===== config.mk =====
export PLATFORM = sky130hd
export DESIGN_NAME = wbr_chain
export DESIGN_NICKNAME = d
export VERILOG_FILES = /design/src/rtl/wbr_pkg.sv /design/src/rtl/wbr_cell.sv /design/src/rtl/wbr_chain.sv
export SDC_FILE = /design/constraint.sdc
export NUM_CORES = 1
export LEC_CHECK = 0
export BUFFER_PORTS_ARGS = -buffer_cell sky130_fd_sc_hd__buf_2
export CORE_MARGIN = 2
export CORE_UTILIZATION = 45
export DETAILED_ROUTE_END_ITERATION = 16
export PLACE_DENSITY = 0.82
export SKIP_LAST_GASP = 1
export SYNTH_ARGS = -nofsm -noshare
export SYNTH_HDL_FRONTEND = slang
export SYNTH_HIERARCHICAL = 1
export SYNTH_SLANG_ARGS = --single-unit

===== constraint.sdc =====
create_clock -name CLK -period 1.5 [get_ports CLK]
set_clock_uncertainty 0.2 [all_clocks]
set_input_delay 0.225 -clock CLK [delete_from_list [all_inputs] [get_ports CLK]]
set_output_delay 0.225 -clock CLK [all_outputs]
set_load 0.03 [all_outputs]

===== src/rtl/wbr_pkg.sv =====
// Shared definitions for the wrapper boundary register: output-mode encodings.
package wbr_pkg;

    typedef enum logic [1:0] {
        MODE_FUNC       = 2'b00,
        MODE_TEST       = 2'b01,
        MODE_SAFE       = 2'b10,
        MODE_SAFE_SHIFT = 2'b11
    } wbr_mode_e;

endpackage


===== src/rtl/wbr_cell.sv =====
// One wrapper boundary cell: shift flop, update flop and the output mode mux.
import wbr_pkg::*;

module wbr_cell #(
    parameter logic SAFE_BIT = 1'b0
) (
    input  logic      clk,
    input  logic      resetn,
    input  logic      si,
    input  logic      cfi,
    input  logic      shift_en,
    input  logic      capture_en,
    input  logic      update_en,
    input  logic      shifting,
    input  wbr_mode_e mode,
    output logic      so,
    output logic      cfo
);

    logic sr;
    logic ur;

    // NOTE: non-blocking assignments let ur sample the pre-edge sr even while sr shifts.
    always_ff @(posedge clk or negedge resetn) begin
        if (!resetn) begin
            sr <= 1'b0;
            ur <= SAFE_BIT;
        end else begin
            if (shift_en)
                sr <= si;
            else if (capture_en)
                sr <= cfi;
            if (update_en)
                ur <= sr;
        end
    end

    // NOTE: default assignment first keeps this mux free of inferred latches.
    always_comb begin
        cfo = ur;
        case (mode)
            MODE_FUNC:       cfo = cfi;
            MODE_TEST:       cfo = ur;
            MODE_SAFE:       cfo = SAFE_BIT;
            MODE_SAFE_SHIFT: cfo = shifting ? SAFE_BIT : ur;
            default:         cfo = ur;
        endcase
    end

    assign so = sr;

endmodule


===== src/rtl/wbr_chain.sv =====
// WIDTH-cell IEEE 1500 wrapper boundary register with a saturating shift counter.
import wbr_pkg::*;

module wbr_chain #(
    parameter int              WIDTH      = 8,
    parameter logic [WIDTH-1:0] SAFE_VALUE = {WIDTH{1'b0}},
    parameter int              CW         = $clog2(WIDTH + 1)
) (
    input  logic             CLK,
    input  logic             resetn,
    input  logic [WIDTH-1:0] CFI,
    output logic [WIDTH-1:0] CFO,
    input  logic             WSI,
    output logic             WSO,
    input  logic             SelectWR,
    input  logic             ShiftWR,
    input  logic             CaptureWR,
    input  logic             UpdateWR,
    input  logic [1:0]       Mode,
    output logic [CW-1:0]    ShiftCnt,
    output logic             ShiftFull
);

    localparam logic [CW-1:0] CNT_MAX  = {CW{1'b1}};
    localparam logic [CW-1:0] CNT_FULL = CW'(WIDTH);

    logic             shift_en;
    logic             capture_en;
    logic             update_en;
    logic             cnt_clear;
    wbr_mode_e        mode;
    logic [WIDTH-1:0] sr_bits;
    logic [WIDTH-1:0] chain_in;
    logic [CW-1:0]    cnt_q;
    logic [CW-1:0]    cnt_nxt;
    logic             full_q;

    assign mode       = wbr_mode_e'(Mode);
    assign shift_en   = SelectWR & ShiftWR;
    assign capture_en = SelectWR & CaptureWR & ~ShiftWR;
    assign update_en  = SelectWR & UpdateWR;
    // Capture clears the counter even when shift wins the sr priority.
    assign cnt_clear  = SelectWR & (CaptureWR | UpdateWR);

    for (genvar i = 0; i < WIDTH; i++) begin : g_cell
        if (i == WIDTH - 1) begin : g_head
            assign chain_in[i] = WSI;
        end else begin : g_link
            assign chain_in[i] = sr_bits[i+1];
        end

        wbr_cell #(
            .SAFE_BIT (SAFE_VALUE[i])
        ) u_cell (
            .clk        (CLK),
            .resetn     (resetn),
            .si         (chain_in[i]),
            .cfi        (CFI[i]),
            .shift_en   (shift_en),
            .capture_en (capture_en),
            .update_en  (update_en),
            .shifting   (shift_en),
            .mode       (mode),
            .so         (sr_bits[i]),
            .cfo        (CFO[i])
        );
    end

    assign WSO = sr_bits[0];

    always_comb begin
        cnt_nxt = cnt_q;
        if (cnt_clear)
            cnt_nxt = '0;
        else if (shift_en && cnt_q != CNT_MAX)
            cnt_nxt = cnt_q + 1'b1;
    end

    always_ff @(posedge CLK or negedge resetn) begin
        if (!resetn) begin
            cnt_q  <= '0;
            full_q <= 1'b0;
        end else begin
            cnt_q  <= cnt_nxt;
            full_q <= (cnt_nxt >= CNT_FULL);
        end
    end

    assign ShiftCnt  = cnt_q;
    assign ShiftFull = full_q;

endmodule


Yosys cells after proc, flatten, opt, wreduce, memory -nomap -nowiden

Cells that the tools add are included.

Mux-type cells: 34
Equality and inequality tests: 4
Bitwise operators: 7
Add/sub/neg operators: 1
Reductions and logical operators: 3
$lt $le $gt $ge: 1

Operators with widths:

| kind                                                                  | number |
|---|---|
| 1-bit one-hot mux with 4 select lines                                 | 8 |
| 1-bit 2-to-1 mux                                                      | 24 |
| 4-bit 2-to-1 mux                                                      | 2 |
| 1-bit AND                                                             | 5 |
| 4-bit by 1-bit adder with 4-bit output, second input constant         | 1 |
| 2-bit equality test, second input constant                            | 2 |
| 4-bit >= comparator, second input constant                            | 1 |
| 4-bit != test, second input constant                                  | 1 |
| 2-bit by 1-bit equality test with 1-bit output, second input constant | 1 |
| 2-bit logical NOT                                                     | 1 |
| 2-bit nonzero test                                                    | 1 |
| 1-bit logical AND                                                     | 1 |
| 1-bit inverter                                                        | 1 |
| 1-bit OR                                                              | 1 |

Input port bits: 17
Output and inout bits: 14
Flip-flop bits (word level): 21

Logic depth before layout (Yosys ltp)

Depth in word-level cells: 5
Depth in mapped cells: 4
Gate-level depth less buffers: 4

Cells and area by module

The synthesis kept the hierarchy.

Modules (own cells, without submodules):

| module    | instances | area an instance (µm²) | cells each | sequential area each (µm²) |
|---|---|---|---|---|
| wbr_cell  | 8         | 97.6                   | 9          | 50.0 |
| wbr_chain | 1         | 244.0                  | 28         | 100.1 |

Least setup slack after synthesis

OpenSTA, ideal clock, no wires.

Path type: flip-flop to flip-flop
From: register cnt_q[0] (netlist: ShiftCnt[0])
To: register cnt_q[0] (netlist: ShiftCnt[0])
Path buffers: 0
Slack: -0.176 ns
Required time: 1.222 ns
Arrival time: 1.398 ns
Stages on the path, launching flop included: 5
Clock period less this slack: 1.676 ns
Path through: dfrtp_1 -> ha_1 -> and3_1 -> or3_1 -> a21boi_1

Word-level cells in the longest chain between the ends: 4
Elaborated cells on any way between the ends: 5
Those cells by class: add/sub (1); eq/ne (1); mux (2); reduce/logical (1)

Ends and longest elaborated chain:

| item                                                                           | line            | source |
|---|---|---|
| from (decl)                                                                    | wbr_chain.sv:34 | `logic [CW-1:0] cnt_q;` |
| from (signal assigned)                                                         | wbr_chain.sv:84 | `cnt_q <= cnt_nxt;` |
| branches (longest 2 deep; another with 4-bit by 1-bit adder with 4-bit output) | n/a             |  |
| 4-bit 2-to-1 mux (*)                                                           | wbr_chain.sv:75 | `else if (shift_en && cnt_q != CNT_MAX)` |
| 4-bit 2-to-1 mux (*)                                                           | wbr_chain.sv:73 | `if (cnt_clear)` |
| via cnt_nxt[0]                                                                 | wbr_chain.sv:35 | `logic [CW-1:0] cnt_nxt;` |

Mark *: on every way through the listed nets, which the timed path passes.
A chain may end at the register's enable or synchronous reset.

Final worst setup path

From: register g_cell[7].u_cell.ur
To: output port CFO[7]

Word-level cells in the longest chain between the ends: 2

Ends and longest elaborated chain:

| item                                      | line            | source |
|---|---|---|
| from (decl)                               | wbr_cell.sv:21  | `logic ur;` |
| from (signal assigned)                    | wbr_cell.sv:34  | `ur <= sr;` |
| 1-bit 2-to-1 mux                          | wbr_cell.sv:45  | `MODE_SAFE_SHIFT: cfo = shifting ? SAFE_BIT : ur;` |
| 1-bit one-hot mux with 4 select lines (*) | wbr_cell.sv:41  | `case (mode)` |
| to (decl)                                 | wbr_chain.sv:12 | `output logic [WIDTH-1:0] CFO,` |

Every way passes the cells marked *; elsewhere a longest branch is shown, timed or not.

==> summary.txt <==
Status
  • Status: complete, but fails checks
  • Failing checks: setup timing

STA
  • Final period util: 1.03
  • RSZ-0062 raised after global routing: yes
  • Slew HR: 0.704
  • Final hold vios: 0
  • Max-slew violations: 0
  • Setup TNS: -0.262 ns
  • Worst-margin pin slew: 0.444 ns
  • Final setup violation count: 8
  • Fin worst setup slack: -0.0423 ns
  • Fin crit period: 1.54 ns
  • Max Fclk: 0.648 GHz

Critical path
  • Required @ worst endpoint: 1.07 ns
  • Startpoint Class: flop
  • Max FO, Critical Path: 2
  • Critical Path End Type: output pin
  • Crit path kind: reg -> out
  • Crit path DAT: 1.12 ns
  • Worst R2R Path Depth: 4

Route
  • 1st-pass router iterations: 5
  • Initial DRC count: 15
  • Wire length per cell: 14.8 um
  • DRT antenna net count: 0
  • Via count: 977
  • Vias per cell: 5.49
  • DRC: 0
  • Routed Wire Length: 2630 um

Cells and area
  • Nets@finish: 169
  • Fill cell count: 182
  • Area Overhead vs Synth: 44.3%
  • Fraction of layout cells with a size suffix above 1: 0.480
  • Antenna diodes: 0
  • Finished Core Util: 0.675

Hold path
  • Worst hold path class: in -> reg
  • WHS Path Cells: 3

Placed design
  • GPL Wtd Cong: 0.767
  • Port bufs: 30
  • Hpwl dp: 1890 um

CTS
  • H-tree levels: 1
  • CTS root buffer: clkbuf_4
  • Clock-pin slew on the worst setup and hold paths: 0.12 ns
  • Num CTS Buffers: 3
  • Maximum root-to-sink buffer count: 2
  • Clk sinks: 20
  • CTS tree: done
  • Clk Latency, worst-skew pair: 0.30 ns

Power and ir drop
  • Maximum VDD drop: 0.718 mV
  • Leak Pwr: 0.710 nW
  • PD cells: 1100 mW/mm^2
  • Power Total: 1.63 mW

Synth
  • Main combinational cell family by area after synthesis: compound AO/OA/AOI/OAI gates
  • Distinct cells, synth: 21
  • Simple-gate area share of the yosys netlist: 0.155
  • Post-synth top cells: 20 x dfrtp_1, 17 x nand2_1, 12 x o21ai_0, 11 x nor2_1
  • Seq cells post-synth: 20
  • Synth Area in Compound Gates: 0.167
  • YS warnings: 6
  • Synth area leaders: dfrtp_1 49%, mux2_2 8.8%, a32o_1 7.8%
  • Syn_nets: 118
  • Biggest area consumer among synthesized cells: dfrtp_1
  • Mapped cell area: 0.00102 sq mm
  • Number of synthesized flops with an enable pin: 0
  • Synth Area in XOR/XNOR: 0
  • Sequential cell area fraction in the yosys report: 0.488
  • FFs w/ async S/R, synth: 1.00
  • Adder-Cell Fraction of Synth Area: 0.0122
  • Cells after Synth: 100
  • Ys flop type: dfrtp_1
  • Mux share of post-synthesis cell area: 0.166
  • Syn avg cell area: 10.2 sq um
  • Post-synth top area share: 0.488
  • Most common cell in the synthesized netlist: dfrtp_1

Floorplanning
  • Total die area: 0.00267 sq mm
  • Initial Util: 0.468
  • Chip height: 51.7 um
  • Die width: 51.7 um
  • # IOs: 31
  • Row count: 17
  • Area of the core: 0.00219 sq mm

Run
  • Max cap viols: 0

Global route
  • GR Overflow Total: 0
  • First-pass GRT wire length: 4440 um
  • Antenna violations before repair: 0
  • Pin count of the biggest net entering global routing: 21
  • Vias in the first global route: 1,009
  • Gr usage total: 0.222
## critical path, cell delays in order, from the launching register on
cell	delay [ns]
dfrtp_1	0.41
a32o_2	0.27
buf_6	0.13
## power by group
part / switching, mW / leakage [nW] / internal, mW
clock: 0.175 / 0.0279 / 0.270
combinational: 0.238 / 0.429 / 0.239
sequential: 0.0684 / 0.254 / 0.644
## layout make-up
cell class / count / area (sq um) / share of cell area
repair buffers: 47 / 340 / 0.230
clock buffers: 3 / 22.5 / 0.0152
clock inverters: 1 / 30.0 / 0.0203
flip-flops and latches: 20 / 503 / 0.340
multi-input cells: 78 / 541 / 0.365
inverters: 1 / 7.51 / 0.00508
well taps: 28 / 35.0 / 0.0237
## per-stage QoR
step / worst slack [ns] / hold WS (ns) / area, sq um / std cells
3_3_place_gp: -0.0371 / -0.0107 / 1330 / 170
2_1_floorplan: -0.0266 / -0.271 / 1060 / 100
6_report: -0.0423 / 0.0246 / 1480 / 178
5_1_grt: -0.0844 / 0.0626 / 1480 / 178
4_1_cts: -0.0432 / 0.0262 / 1460 / 176
3_5_place_dp: -0.0596 / -0.000678 / 1330 / 170
## repair_timing
item                                    CTS  global route
endpoints found under the hold margin    21             0
hold buffers                              2             0
gates resized for setup                  18             0
endpoints found under the setup margin    8            10
pin swaps                                 8             2
setup buffers                             0             2
## cell usage in the layout (no fill, tap or decap)
cell,n
nand3b_1,1
nand4_1,1
or3_1,1
nand2_2,1
bufinv_16,1
a21boi_0,1
mux2_2,8
nor2_1,11
and2_1,1
o21ai_0,12
a32o_2,8
nand3_1,3
and3_4,1
buf_4,13
nand2_1,17
dfrtp_2,2
buf_2,22
clkinvlp_4,1
ha_4,1
dlygate4sd3_1,2
clkbuf_4,3
buf_6,10
mux2i_1,8
o221a_2,1
a21boi_1,1
a21oi_1,1
dfrtp_1,18
## per-layer routing
| layer | routed length, um | up-vias | global-route usage | part of all wire |
|---|---|---|---|---|
| li1 | - | 469 | - | - |
| met1 | 1060 | 475 | 0.265 | 0.40 |
| met2 | 1440 | 29 | 0.406 | 0.55 |
| met3 | 102 | 4 | 0.0402 | 0.039 |
| met4 | 18 | 0 | 0.0614 | 0.0069 |
| met5 | 0 | - | 0 | 0 |
## logic make-up after synthesis
| group | after synthesis |
|---|---|
| mux | 16 |
| buf+inv | 2 |
| compound gates | 24 |
| fa+ha+maj | 1 |
| simple gates | 37 |
| flops | 20 |
## flip-flops by register name (all words and copies together), names as in the netlist
name and count:
ShiftCnt 4, g_cell.u_cell/so 8, g_cell.u_cell/ur 8
## final timing paths
kind / from / end / slack (ns)
hold reg to reg: g_cell[2].u_cell/so$_DFFE_PN0P_ / g_cell[1].u_cell/so$_DFFE_PN0P_ / 0.33
min in group asynchronous: resetn / g_cell[0].u_cell/ur$_DFFE_PN0P_ / 0.18
hold / removal: CFI[1] / g_cell[1].u_cell/so$_DFFE_PN0P_ / 0.02
setup reg to reg: ShiftCnt[1]$_DFF_PN0_ / ShiftCnt[0]$_DFF_PN0_ / 0.02
max in group asynchronous: resetn / ShiftCnt[1]$_DFF_PN0_ / 0.58
setup / recovery: g_cell[7].u_cell/ur$_DFFE_PN0P_ / CFO[7] / -0.04
Power figures use the tool's default switching activity.
